==> src/rtl/fp_normalize_left_if.sv <==
// Operand/result bundle for the post-add normaliser.
// Handshake: valid-only, no ready. in_valid marks a live operand in that cycle and is
// never stalled; out_valid marks a live result exactly 6 cycles later. Payload and flags
// are meaningful only while the matching valid is high.
interface fp_normalize_left_if #(
  parameter int EXP_W = 8,
  parameter int MAN_W = 23
);
  logic             in_valid;
  logic [MAN_W+1:0] in_sum;
  logic [EXP_W-1:0] in_exp;
  logic             in_sign;
  logic             out_valid;
  logic [MAN_W-1:0] out_frac;
  logic [EXP_W-1:0] out_exp;
  logic             out_sign;
  logic             out_zero;
  logic             out_ovf;
  logic             out_unf;

  modport master (
    output in_valid, in_sum, in_exp, in_sign,
    input  out_valid, out_frac, out_exp, out_sign, out_zero, out_ovf, out_unf
  );

  modport slave (
    input  in_valid, in_sum, in_exp, in_sign,
    output out_valid, out_frac, out_exp, out_sign, out_zero, out_ovf, out_unf
  );
endinterface

==> src/rtl/fp_normalize_left.sv <==
// Post-add normaliser: leading-one detect, 5-stage registered left barrel shift,
// exponent adjust and zero/overflow/underflow flush, fixed 6-cycle latency.
module fp_normalize_left #(
  parameter int EXP_W = 8,
  parameter int MAN_W = 23
) (
  input  logic                clk,
  input  logic                reset,
  fp_normalize_left_if.slave  bus
);
  // Five shift stages cover amounts up to 31, so MAN_W+1 must not exceed 32.
  localparam int SH_W = 5;
  localparam int LZ_W = $clog2(MAN_W + 2);
  localparam logic [EXP_W:0] EXP_MAX = {1'b0, {EXP_W{1'b1}}};

  typedef struct packed {
    logic             valid;
    logic             sign;
    logic             zero;
    logic             ovf;
    logic             unf;
    logic [SH_W-1:0]  shift;
    logic [EXP_W-1:0] exp;
    logic [MAN_W:0]   mant;
  } stage_t;

  logic [LZ_W-1:0] lz;
  logic [EXP_W:0]  exp_wide;
  logic [EXP_W:0]  lz_wide;
  logic [EXP_W:0]  exp_inc;
  logic [EXP_W:0]  exp_dec;
  stage_t          s0_d;
  stage_t          st_q [0:4];
  stage_t          s5;

  logic             out_valid_q;
  logic [MAN_W-1:0] out_frac_q;
  logic [EXP_W-1:0] out_exp_q;
  logic             out_sign_q;
  logic             out_zero_q;
  logic             out_ovf_q;
  logic             out_unf_q;

  // Upward scan: the highest set bit is the last one to overwrite lz.
  always_comb begin
    lz = LZ_W'(MAN_W + 1);
    for (int i = 0; i <= MAN_W; i++) begin
      if (bus.in_sum[i]) lz = LZ_W'(MAN_W - i);
    end
  end

  assign exp_wide = {1'b0, bus.in_exp};
  assign lz_wide  = (EXP_W+1)'(lz);
  assign exp_inc  = exp_wide + 1'b1;
  assign exp_dec  = exp_wide - lz_wide;

  always_comb begin
    s0_d       = '0;
    s0_d.valid = bus.in_valid;
    s0_d.sign  = bus.in_sign;
    if (bus.in_sum == '0) begin
      s0_d.zero = 1'b1;
    end else if (bus.in_sum[MAN_W+1]) begin
      s0_d.mant = bus.in_sum[MAN_W+1:1];
      s0_d.exp  = exp_inc[EXP_W-1:0];
      s0_d.ovf  = (exp_inc >= EXP_MAX);
    end else begin
      s0_d.mant  = bus.in_sum[MAN_W:0];
      s0_d.shift = SH_W'(lz);
      s0_d.exp   = exp_dec[EXP_W-1:0];
      s0_d.unf   = (exp_wide <= lz_wide);
    end
  end

  function automatic stage_t shift_step(input stage_t s, input int k);
    stage_t r;
    r = s;
    if (s.shift[k]) r.mant = s.mant << (1 << k);
    return r;
  endfunction

  always_ff @(posedge clk) begin
    if (reset) begin
      for (int i = 0; i < 5; i++) st_q[i] <= '0;
    end else begin
      st_q[0] <= s0_d;
      for (int k = 1; k < 5; k++) st_q[k] <= shift_step(st_q[k-1], k - 1);
    end
  end

  // The 16-bit shift folds into the output register to keep latency at 6.
  assign s5 = shift_step(st_q[4], 4);

  always_ff @(posedge clk) begin
    if (reset) begin
      out_valid_q <= 1'b0;
      out_frac_q  <= '0;
      out_exp_q   <= '0;
      out_sign_q  <= 1'b0;
      out_zero_q  <= 1'b0;
      out_ovf_q   <= 1'b0;
      out_unf_q   <= 1'b0;
    end else begin
      out_valid_q <= s5.valid;
      out_sign_q  <= s5.sign;
      out_zero_q  <= s5.zero;
      out_ovf_q   <= s5.ovf & ~s5.zero;
      out_unf_q   <= s5.unf & ~s5.zero & ~s5.ovf;
      if (s5.zero) begin
        out_frac_q <= '0;
        out_exp_q  <= '0;
      end else if (s5.ovf) begin
        out_frac_q <= '0;
        out_exp_q  <= '1;
      end else if (s5.unf) begin
        out_frac_q <= '0;
        out_exp_q  <= '0;
      end else begin
        out_frac_q <= s5.mant[MAN_W-1:0];
        out_exp_q  <= s5.exp;
      end
    end
  end

  assign bus.out_valid = out_valid_q;
  assign bus.out_frac  = out_frac_q;
  assign bus.out_exp   = out_exp_q;
  assign bus.out_sign  = out_sign_q;
  assign bus.out_zero  = out_zero_q;
  assign bus.out_ovf   = out_ovf_q;
  assign bus.out_unf   = out_unf_q;
endmodule

==> src/flat_wrapper.sv <==
// flat-port wrapper written by rule: the top's interface ports become plain ports
module fp_normalize_left_flat 
#(
  parameter int EXP_W = 8,
  parameter int MAN_W = 23
)
  (clk, reset, bus_in_valid, bus_in_sum, bus_in_exp, bus_in_sign, bus_out_valid, bus_out_frac, bus_out_exp, bus_out_sign, bus_out_zero, bus_out_ovf, bus_out_unf);
  fp_normalize_left_if #(.EXP_W(EXP_W), .MAN_W(MAN_W)) bus_i ();
  input  logic clk;
  input  logic reset;
  input wire logic [$bits(bus_i.in_valid)-1:0] bus_in_valid;
  input wire logic [$bits(bus_i.in_sum)-1:0] bus_in_sum;
  input wire logic [$bits(bus_i.in_exp)-1:0] bus_in_exp;
  input wire logic [$bits(bus_i.in_sign)-1:0] bus_in_sign;
  output wire logic [$bits(bus_i.out_valid)-1:0] bus_out_valid;
  output wire logic [$bits(bus_i.out_frac)-1:0] bus_out_frac;
  output wire logic [$bits(bus_i.out_exp)-1:0] bus_out_exp;
  output wire logic [$bits(bus_i.out_sign)-1:0] bus_out_sign;
  output wire logic [$bits(bus_i.out_zero)-1:0] bus_out_zero;
  output wire logic [$bits(bus_i.out_ovf)-1:0] bus_out_ovf;
  output wire logic [$bits(bus_i.out_unf)-1:0] bus_out_unf;
  assign bus_i.in_valid = bus_in_valid;
  assign bus_i.in_sum = bus_in_sum;
  assign bus_i.in_exp = bus_in_exp;
  assign bus_i.in_sign = bus_in_sign;
  assign bus_out_valid = bus_i.out_valid;
  assign bus_out_frac = bus_i.out_frac;
  assign bus_out_exp = bus_i.out_exp;
  assign bus_out_sign = bus_i.out_sign;
  assign bus_out_zero = bus_i.out_zero;
  assign bus_out_ovf = bus_i.out_ovf;
  assign bus_out_unf = bus_i.out_unf;
  fp_normalize_left #(.EXP_W(EXP_W), .MAN_W(MAN_W)) u_core (.clk(clk), .reset(reset), .bus(bus_i));
endmodule
==> config.mk <==
export PLATFORM = sky130hd
export DESIGN_NAME = fp_normalize_left_flat
export DESIGN_NICKNAME = d
export VERILOG_FILES = /design/src/rtl/fp_normalize_left_if.sv /design/src/rtl/fp_normalize_left.sv /design/src/flat_wrapper.sv
export SDC_FILE = /design/constraint.sdc
export NUM_CORES = 1
export LEC_CHECK = 0
export BUFFER_PORTS_ARGS = -buffer_cell sky130_fd_sc_hd__buf_4
export CORE_MARGIN = 2
export CORE_UTILIZATION = 30
export DETAILED_ROUTE_END_ITERATION = 10
export PLACE_DENSITY = 0.46
export RECOVER_POWER = 25
export SLEW_MARGIN = 20
export SYNTH_ARGS = -nofsm -noshare
export SYNTH_HDL_FRONTEND = slang
export SYNTH_SLANG_ARGS = --single-unit
==> constraint.sdc <==
create_clock -name clk -period 2.9 [get_ports clk]
set_input_delay 0.58 -clock clk [delete_from_list [all_inputs] [get_ports clk]]
set_output_delay 0.58 -clock clk [all_outputs]
set_load 0.03 [all_outputs]
Yosys cells after proc, flatten, opt, wreduce, memory -nomap -nowiden
Memories as Yosys holds them, arrays and structs flattened.
Index checks and enable logic that the tools add are counted.
{"block": "totals", "out_inout_bits": 36, "in_bits": 37, "n_memories": 1, "latch_bits": 0, "reg_bits": 36, "mem_bits_rw": 210, "rom_bits": 0, "elab_cells": 75}
{"block": "op_classes", "n_mux": 48, "n_addsub": 2, "mul": 0, "n_eq_ne": 0, "reduce_logical": 4, "bitwise": 10, "magnitude_cmp": 2, "div_mod_pow": 0, "shifts": 0}
{"name": "u_core.st_q", "depth": 5, "width": 42, "rd": 5, "rd_clocked_by_memory_dff": 0, "write_ports": 5, "line": "fp_normalize_left.sv:33", "text": "stage_t st_q [0:4];"}
{"op": "$mux 42", "count": 5}
{"op": "$mux 24", "count": 8}
{"op": "$mux 5", "count": 23}
{"op": "$mux 39", "count": 1}
{"op": "$mux 32", "count": 1}
{"op": "$logic_not 25->1", "count": 1}
{"op": "$mux 23", "count": 1}
{"op": "$mux 8", "count": 2}
{"op": "$add 8x1->9 const B", "count": 1}
{"op": "$ge 9x8->1 const B", "count": 1}
{"op": "$le 8x5->1", "count": 1}
{"op": "$sub 8x5->8", "count": 1}
{"op": "$mux 6", "count": 1}
{"op": "$mux 1", "count": 5}
{"op": "$or 1x1->1", "count": 5}
{"op": "$reduce_or 5->1", "count": 1}
{"op": "$mux 4", "count": 1}
{"op": "$reduce_or 4->1", "count": 1}
{"op": "$and 1x1->1", "count": 3}
{"op": "$not 1->1", "count": 2}
{"op": "$reduce_or 2->1", "count": 1}

Depth between registers and ports, before layout
Gate-level depths: netlist of the first run.
{"block": "logic_depth", "ltp_word": 28, "depth_mapped": 12, "ltp_nobuf": 12}

Worst setup path before layout of the first run
OpenSTA, ideal clock, no wires.
{"block": "synth_timing", "path_type": "input -> register", "start": "input bus_in_sum[1]", "end": "memory u_core.st_q[0][30] in the netlist's numbering", "path_buffers": 0, "path_slack_ps": -88, "arrival_time_ps": 2857, "setup_time_ps": 132, "stages": 12, "t_required_ps": 2768, "path_cell_list": "nand2b_1 > a2111oi_0 > o41ai_1 > a2111oi_2 > ha_1 > inv_1 > fa_1 > a21o_1 > a21oi_1 > o21a_1 > o311a_1 > nor3_1"}
{"item": "start: declaration", "line": "flat_wrapper.sv:12", "text": "input wire logic [$bits(bus_i.in_sum)-1:0] bus_in_sum;"}
{"item": "end: declaration", "line": "fp_normalize_left.sv:33"}

==> results of run 1 <==
## how the worst max path moves through the flow
| stage | to | depth (start not counted) | startpoint |
|---|---|---|---|
| 2_1_floorplan | u_core.st_q[0][30] | 12 | bus_in_sum[1] |
| 3_3_place_gp | u_core.st_q[0][30] | 13 | bus_in_sum[1] |
| 3_5_place_dp | u_core.st_q[0][37] | 13 | bus_in_sum[1] |
| 4_1_cts | u_core.st_q[0][37] | 13 | bus_in_sum[1] |
| 5_1_grt | u_core.st_q[0][37] | 14 | bus_in_sum[1] |
| 6_report | u_core.st_q[0][30] | 14 | bus_in_sum[1] |
## through the flow
| stage | worst slack [ns] | power, mW | area (um2) |
|---|---|---|---|
| global placement | -0.4053 | 3.744 | 8967 |
| global route | 0.01506 | 7.406 | 9896 |
| finish | 0.1917 | 7.102 | 9896 |
| floorplan | -0.03378 | 3.589 | 7873 |
| detailed placement | -0.5263 | 3.752 | 8967 |
| CTS | 0.0005851 | 7.210 | 9886 |
## where the power goes
group          total (mW)  internal, mW  switching (mW)
clock network        3.42          2.23            1.20
logic               0.380         0.175           0.205
registers            3.30          3.27          0.0335
## cells by family after synthesis
| family | count (synthesis) |
|---|---|
| AND/OR/NAND/NOR | 290 |
| flip-flops | 231 |
| multiplexers | 108 |
| buffers and inverters | 47 |
| AO/OA/AOI/OAI | 43 |
| adder cells (fa/ha/maj) | 8 |
| XOR/XNOR | 7 |
## state kept, by name, summed over array words and instances (netlist names)
| signal | flops |
|---|---|
| u_core.bus.out_sign | 1 |
| u_core.bus.out_valid | 1 |
| u_core.st_q | 195 |
| u_core.bus.out_exp | 8 |
| u_core.bus.out_unf | 1 |
| u_core.bus.out_zero | 1 |
| u_core.bus.out_ovf | 1 |
| u_core.bus.out_frac | 23 |
## per-layer routing
layer  part of all wire, %  up-vias  track usage [%]
li1                      -     2621                -
met1                    49     2091            12.51
met2                    44      102            16.09
met3                   5.0       32            2.407
met4                   2.6        0            4.008
met5                     0        -                0
## final cells by class
class / instances / area (um2)
Sequential cell: 231 / 4624
Multi-Input combinational cell: 456 / 3078
Clock buffer: 28 / 646.9
Fill cell: 2593 / 16020
Clock inverter: 16 / 271.5
Timing Repair Buffer: 110 / 822.0
Tap cell: 335 / 419.2
Inverter: 9 / 33.78
## layout by cell type (no fill, tap or decap), drive strengths merged, types with 6 or more instances in the layout
master,netlist,routed
a21o,10,10
a21oi,9,9
and2,28,28
buf,10,109
bufinv,0,7
clkbuf,28,29
dfxtp,231,231
ha,7,7
inv,9,10
mux2i,108,108
nand2,8,8
nand3,7,7
nor2,135,135
nor2b,73,73
nor3,7,7
o21ai,6,6
## repair_timing
item | CTS | global route
buffers inserted | 0 | 1
endpoints found under the setup margin | 0 | 2
gates resized for setup | 0 | 1
## critical path, cell delays in order
cell and delay, ns:
buf_4 0.11, nand2b_1 0.15, a2111oi_2 0.30, o41ai_1 0.15, a2111oi_2 0.30, buf_4 0.18, ha_2 0.17, inv_1 0.05
fa_2 0.33, a21o_1 0.17, a21oi_2 0.17, o21a_1 0.20, o311a_1 0.17, nor3_1 0.05
==> results.md, run 1 <==
| Result | Reported | Unit |
| --- | --- | --- |
| Outcome | finished, violations left | - |
| Failing checks | max-capacitance violations, max-slew violations | - |
| Total clock sinks | 231 | - |
| Synth Cell Area | 0.007858 | mm2 |
| Aggregate global routing overflow | 0 | - |
| Mapped Cells | 734 | - |
| Power density over the cells | 717.7 | mW/mm2 |
| Commonest register cell after synthesis | dfxtp_1 | - |
| Dominant cell by count in the synthesized netlist | dfxtp_1 | - |
| Cell leakage power | 4.001 | nW |
| Hold Path Sink | u_core.st_q[0][37] | - |
| Total wire length | 13650 | um |
| Synthesized area per cell | 10.71 | um2 |
| Required time of the critical path | 3.27 | ns |
| Top cell types by occurrence after synthesis | 231 x dfxtp_1, 135 x nor2_1, 108 x mux2i_1, 73 x nor2b_1 | - |
| Critical path startpoint category | input port | - |
| Synthesized-area fraction occupied by and/or/nand/nor cells | 19.04 | % |
| EDFF count, synth | 0 | - |
| Layout net count | 877 | - |
| Count of maximum capacitance violations | 1 | - |
| Leading post-synthesis cells by cell area | dfxtp_1 59%, mux2i_1 14%, nor2_1 6.4% | - |
| Diodes inserted | 0 | - |
| Final setup violation count | 0 | - |
| Parity-gate share of the synthesized area counting xor and xnor cells | 0.7803 | % |
| Die Span Y | 165.8 | um |
| Sum of negative setup slack | 0 | ns |
| Unrepaired setup endpoints after global routing | true | - |
| Final cell utilization of the core | 38.19 | % |
| Total count of hold-check failures in the final report | 0 | - |
| Cell variety after synth | 46 | - |
| RR Startpoint | u_core.st_q[0][205] | - |
| Top-level I/O count | 73 | - |
| Detailed-placement wirelength estimate | 10120 | um |
| Final RePlAce weighted congestion | 0.8678 | - |
| Die area | 0.02750 | mm2 |
| FF-to-FF path depth | 4 | - |
| Clock insertion delay at the later pin of the skew report | 0.50 | ns |
| Worst-case vdd ir drop | 0.4213 | mV |
| Pin count of the biggest net entering global routing | 49 | - |
| Clock root buffer | clkbuf_16 | - |
| Worst Hold Slack | 0.2711 | ns |
| Antenna violations before repair | 0 | - |
| Area growth from synthesis to final layout | 25.94 | % |
| Starting utilization of the core area | 30.32 | % |
| Worst setup EP type | register | - |
| TritonCTS clock tree | done | - |
| Non-filler instance count after layout | 1185 | - |
| H-tree level count | 1 | - |
| PortBufs | 72 | - |
| Hold Path Cell Cnt | 2 | - |
| Share of layout cells above drive strength 1 | 19.06 | % |
| Via count of the first global-routing pass | 4977 | - |
| Global-route wire length before repair | 23450 | um |
| Arithmetic-cell share of the synthesized area counting full adders, half adders and majority gates | 1.369 | % |
| Number of cells after detailed placement | 1140 | - |
| Number of DRC markers in iteration 0 | 135 | - |
| Total Routing Usage GR | 9.853 | % |
| Number of core rows | 59 | - |
| Core area | 0.02591 | mm2 |
| Relative slew margins | -24.39 | % |
| Clock period minus worst slack | 2.708 | ns |
| Fraction of synthesis flops using an asynchronous set or reset pin | 0 | % |
| Horizontal die dimension | 165.8 | um |
| Critical path data arrival time | 3.08 | ns |
| Min-delay src | bus_in_exp[7] | - |
| Measured slew at the worst slew-check pin | 1.866 | ns |
| Number of vias in the routed layout | 4846 | - |
| Number of synthesis warnings | 0 | - |
| Initial DRT Pass Iterations | 4 | - |
| Most area-hungry cell type in the Yosys netlist | dfxtp_1 | - |
| Tightest Hold Check Type | in2reg | - |
| Fraction of the yosys area taken by sequential cells | 58.85 | % |
| Number of register bits inferred by synthesis | 231 | - |
| Post-CTS Hold Fix Bufs | 0 | - |
| FF-to-FF setup slack | 1.24 | ns |
| Portion of the clock cycle consumed by the worst path in the final layout | 93.39 | % |
| Number of remaining DRC errors | 0 | - |
| Final clock skew | 0.01142 | ns |
| Synthesized Nets | 779 | - |
| Complex-gate fraction of the synthesized area | 3.949 | % |
| Max-slew violation count | 45 | - |
| Main combinational cell family by area after synthesis | simple AND/OR/NAND/NOR gates | - |
| Capturing point of the worst reg2reg path | u_core.bus.out_frac[0] | - |
| Detail-routed via count per cell | 4.089 | - |
| CTS clk-pin slew, worst paths | 0.06 | ns |
| Max Clk Rate | 0.3692 | GHz |
| Post-detailed-route count of antenna-violating nets | 0 | - |
| Routed len/inst | 11.52 | um |
| Number of clock buffers inserted by TritonCTS | 24 | - |
| Post-synthesis mux area share | 13.76 | % |
| Crit-path max FO | 3 | - |
| Post-synth top area share | 58.85 | % |
| Category of the most critical setup path | in2reg | - |
| Clock tree buffer depth | 3 | - |
Power figures use the tool's default switching activity.
==> run 2, diff against run 1 <==
--- a/config.mk
+++ b/config.mk
@@ -9,7 +9,7 @@
 export CORE_MARGIN = 2
 export CORE_UTILIZATION = 30
 export DETAILED_ROUTE_END_ITERATION = 10
-export PLACE_DENSITY = 0.46
+export PLACE_DENSITY = 0.44
 export RECOVER_POWER = 25
 export SLEW_MARGIN = 20
 export SYNTH_ARGS = -nofsm -noshare
==> constraint.sdc (replaced) <==
create_clock -name clk -period 3.4 [get_ports clk]
set_input_delay 0.68 -clock clk [delete_from_list [all_inputs] [get_ports clk]]
set_output_delay 0.68 -clock clk [all_outputs]
set_load 0.03 [all_outputs]
==> results.md, run 2 (synthesis gave the netlist of run 1 again) <==
| Result | Reported | Unit | Change |
| --- | --- | --- | --- |
| Required time of the critical path | 3.78 | ns | was 3.27 ns |
| Critical path data arrival time | 3.60 | ns | was 3.08 ns |
| Tightest Hold Check Type | in2reg | - | unchanged |
| Portion of the clock cycle consumed by the worst path in the final layout | 94.67 | % |  |
| Aggregate global routing overflow | 0 | - | unchanged |
| Number of remaining DRC errors | 0 | - | unchanged |
| Cell leakage power | 3.860 | nW | was 4.001 nW |
| Total Routing Usage GR | 10.00 | % | was 9.853% |
| Die Span Y | 165.8 | um | unchanged |
| Die area | 0.02750 | mm2 | unchanged |
| Number of core rows | 59 | - | unchanged |
| Max reg flops | 195 | - | unchanged |
| Detailed-placement wirelength estimate | 9550 | um | was 10120 um |
| Final setup violation count | 0 | - | unchanged |
| H-tree level count | 1 | - | unchanged |
| Layer carrying the most global-route usage | met2 | - | unchanged |
| Fraction of met2 tracks used by global routing | 14.88 | % | was 16.09% |
| Number of vias in the routed layout | 4818 | - | was 4846 |
| Initial DRT Pass Iterations | 4 | - | unchanged |
| Measured slew at the worst slew-check pin | 1.051 | ns | was 1.866 ns |
| Area growth from synthesis to final layout | 22.40 | % | was 25.94% |
| Diodes inserted | 0 | - | unchanged |
| Hold Path Cell Cnt | 2 | - | unchanged |
| Final clock skew | 0.007360 | ns | was 0.01142 ns |
| Final RePlAce weighted congestion | 0.9031 | - | was 0.8678 |
| Leading cell types in the layout, fill and taps excluded | 229 x dfxtp_1, 135 x nor2_1, 108 x mux2i_1 | - | was 231 x dfxtp_1, 135 x nor2_1, 109 x buf_4 |
| Core area | 0.02591 | mm2 | unchanged |
| Relative slew margins | 29.84 | % | was -24.39% |
| Via count of the first global-routing pass | 4880 | - | was 4977 |
| Worst setup EP type | register | - | unchanged |
| Max Clk Rate | 0.3107 | GHz |  |
| Total wire length | 13700 | um | was 13650 um |
| Most frequent standard cell in the layout excluding fill and tap cells | dfxtp_1 | - | unchanged |
| Power density over the cells | 613.3 | mW/mm2 | was 717.7 mW/mm2 |
| Clock insertion delay at the later pin of the skew report | 0.50 | ns | about the same |
| Number of setup buffers added after CTS | 0 | - | unchanged |
| Global-route wire length before repair | 23800 | um | was 23450 um |
| Number of clock buffers inserted by TritonCTS | 24 | - | unchanged |
| Worst-path cell with the longest stage delay | a2111oi_2 | - | was fa_2 |
| Pin count of the biggest net entering global routing | 184 | - | was 49 |
| TritonCTS clock tree | done | - | unchanged |
| Clock tree buffer depth | 3 | - | unchanged |
| Unrepaired setup endpoints after global routing | false | - | was true |
| Count of maximum capacitance violations | 0 | - | was 1 |
| Cell chain of the critical path | buf_4, nand2b_1, a2111oi_0, o41ai_1, a2111oi_2, ha_1, inv_1, fa_1, a21o_1, a21oi_1, o21a_1, a31oi_1, nor4_1 | - | was buf_4, nand2b_1, a2111oi_2, o41ai_1, a2111oi_2, buf_4, ha_2, inv_1, fa_2, a21o_1, a21oi_2, o21a_1, o311a_1, nor3_1 |
| Detail-routed via count per cell | 4.168 | - | was 4.089 |
| Total count of hold-check failures in the final report | 0 | - | unchanged |
| Outcome | completed | - | was finished, violations left |
| Largest register by flop count | u_core.st_q | - | unchanged |
| Antenna violations before repair | 0 | - | unchanged |
| Category of the most critical setup path | in2reg | - | unchanged |
| Crit-path max FO | 3 | - | unchanged |
| Final cell utilization of the core | 37.12 | % | was 38.19% |
| Horizontal die dimension | 165.8 | um | unchanged |
| Starting utilization of the core area | 30.32 | % | unchanged |
| Critical path startpoint category | input port | - | unchanged |
| Final Cell Area | 0.009618 | mm2 | was 0.009896 mm2 |
| Fill cell count | 2612 | - | was 2593 |
| Routed len/inst | 11.85 | um | was 11.52 um |
| PortBufs | 72 | - | unchanged |
| Slowest Stage Delay on Critical Path | 0.51 | ns | was 0.33 ns |
| FF-to-FF path depth | 5 | - | was 4 |
| Global routing usage on met3 | 2.169 | % | was 2.407% |
| Number of DRC markers in iteration 0 | 215 | - | was 135 |
| CTS clk-pin slew, worst paths | 0.06 | ns | about the same |
| Max-slew violation count | 0 | - | was 45 |
| CTS resizes | 0 | - | unchanged |
| Layout net count | 849 | - | was 877 |
| Global-route met1 utilization | 14.06 | % | was 12.51% |
| Clock period minus worst slack | 3.219 | ns |  |
| Total clock sinks | 231 | - | unchanged |
| Top-level I/O count | 73 | - | unchanged |
| Post-CTS Hold Fix Bufs | 0 | - | unchanged |
| Worst-case vdd ir drop | 0.3069 | mV | was 0.4213 mV |
| Share of layout cells above drive strength 1 | 15.47 | % | was 19.06% |
| Clock root buffer | clkbuf_16 | - | unchanged |
| Post-detailed-route count of antenna-violating nets | 0 | - | unchanged |
| Overall power after layout | 5.899 | mW | was 7.102 mW |
| DP Area | 0.008762 | mm2 | was 0.008967 mm2 |
[run 2: cell types whose count changed in the layout (fill, tap and decap cells not counted), sizes merged]
cell,before,now
buf,109,80
clkbuf,29,33
clkinv,3,6
clkinvlp,5,1
bufinv,7,5
inv,10,9
[run 2: cell type report]
class	count	area, um2	share of cell area, %
clock inverters	12	187.7	1.951
repair buffers	82	620.6	6.452
multi-input cells	456	3052	31.73
inverters	9	33.78	0.3512
flip-flops and latches	231	4627	48.11
clock buffers	31	678.2	7.051
well taps	335	419.2	4.358
[run 2: worst paths after layout]
kind / start / end / slack [ns]
max: bus_in_sum[1] / u_core.st_q[0][37] / 0.18
min: bus_in_exp[7] / u_core.st_q[0][37] / 0.38
max reg2reg: u_core.st_q[0][205] / u_core.bus.out_frac[6] / 1.44
min reg2reg: u_core.st_q[0][192] / u_core.bus.out_exp[0] / 0.43
[run 2: through the flow]
stage | hold slack, ns | worst slack [ns] | TNS [ns] | cells
3_3_place_gp | 0.4157 | -0.1002 | -0.2195 | 1113
5_1_grt | 0.3468 | 0.007213 | 0 | 1156
6_report | 0.3753 | 0.1813 | 0 | 1156
2_1_floorplan | 0.4035 | 0.3117 | 0 | 734
3_5_place_dp | 0.4168 | -0.2227 | -0.6371 | 1113
4_1_cts | 0.3409 | 0.2981 | 0 | 1156
[run 2: routing by layer]
layer | vias to the layer above | share of wire (%)
li1 | 2560 | -
met1 | 2084 | 50
met2 | 137 | 41
met3 | 37 | 5.7
met4 | 0 | 3.3
met5 | - | 0
[run 2: where the power goes]
group | switching, mW | leakage (nW) | internal (mW)
registers | 0.0347 | 1.88 | 2.79
logic | 0.162 | 1.55 | 0.131
clock network | 1.00 | 0.427 | 1.78
total | 1.20 | 3.86 | 4.70
[run 2: worst max-delay path: cells and delay by family]
| kind | cells | cell delay [ns] |
|---|---|---|
| adders and majority gates | 2 | 0.65 |
| AOI/OAI and AO/OA | 7 | 1.71 |
| buffers and inverters | 2 | 0.17 |
| and+or+nand+nor | 2 | 0.38 |
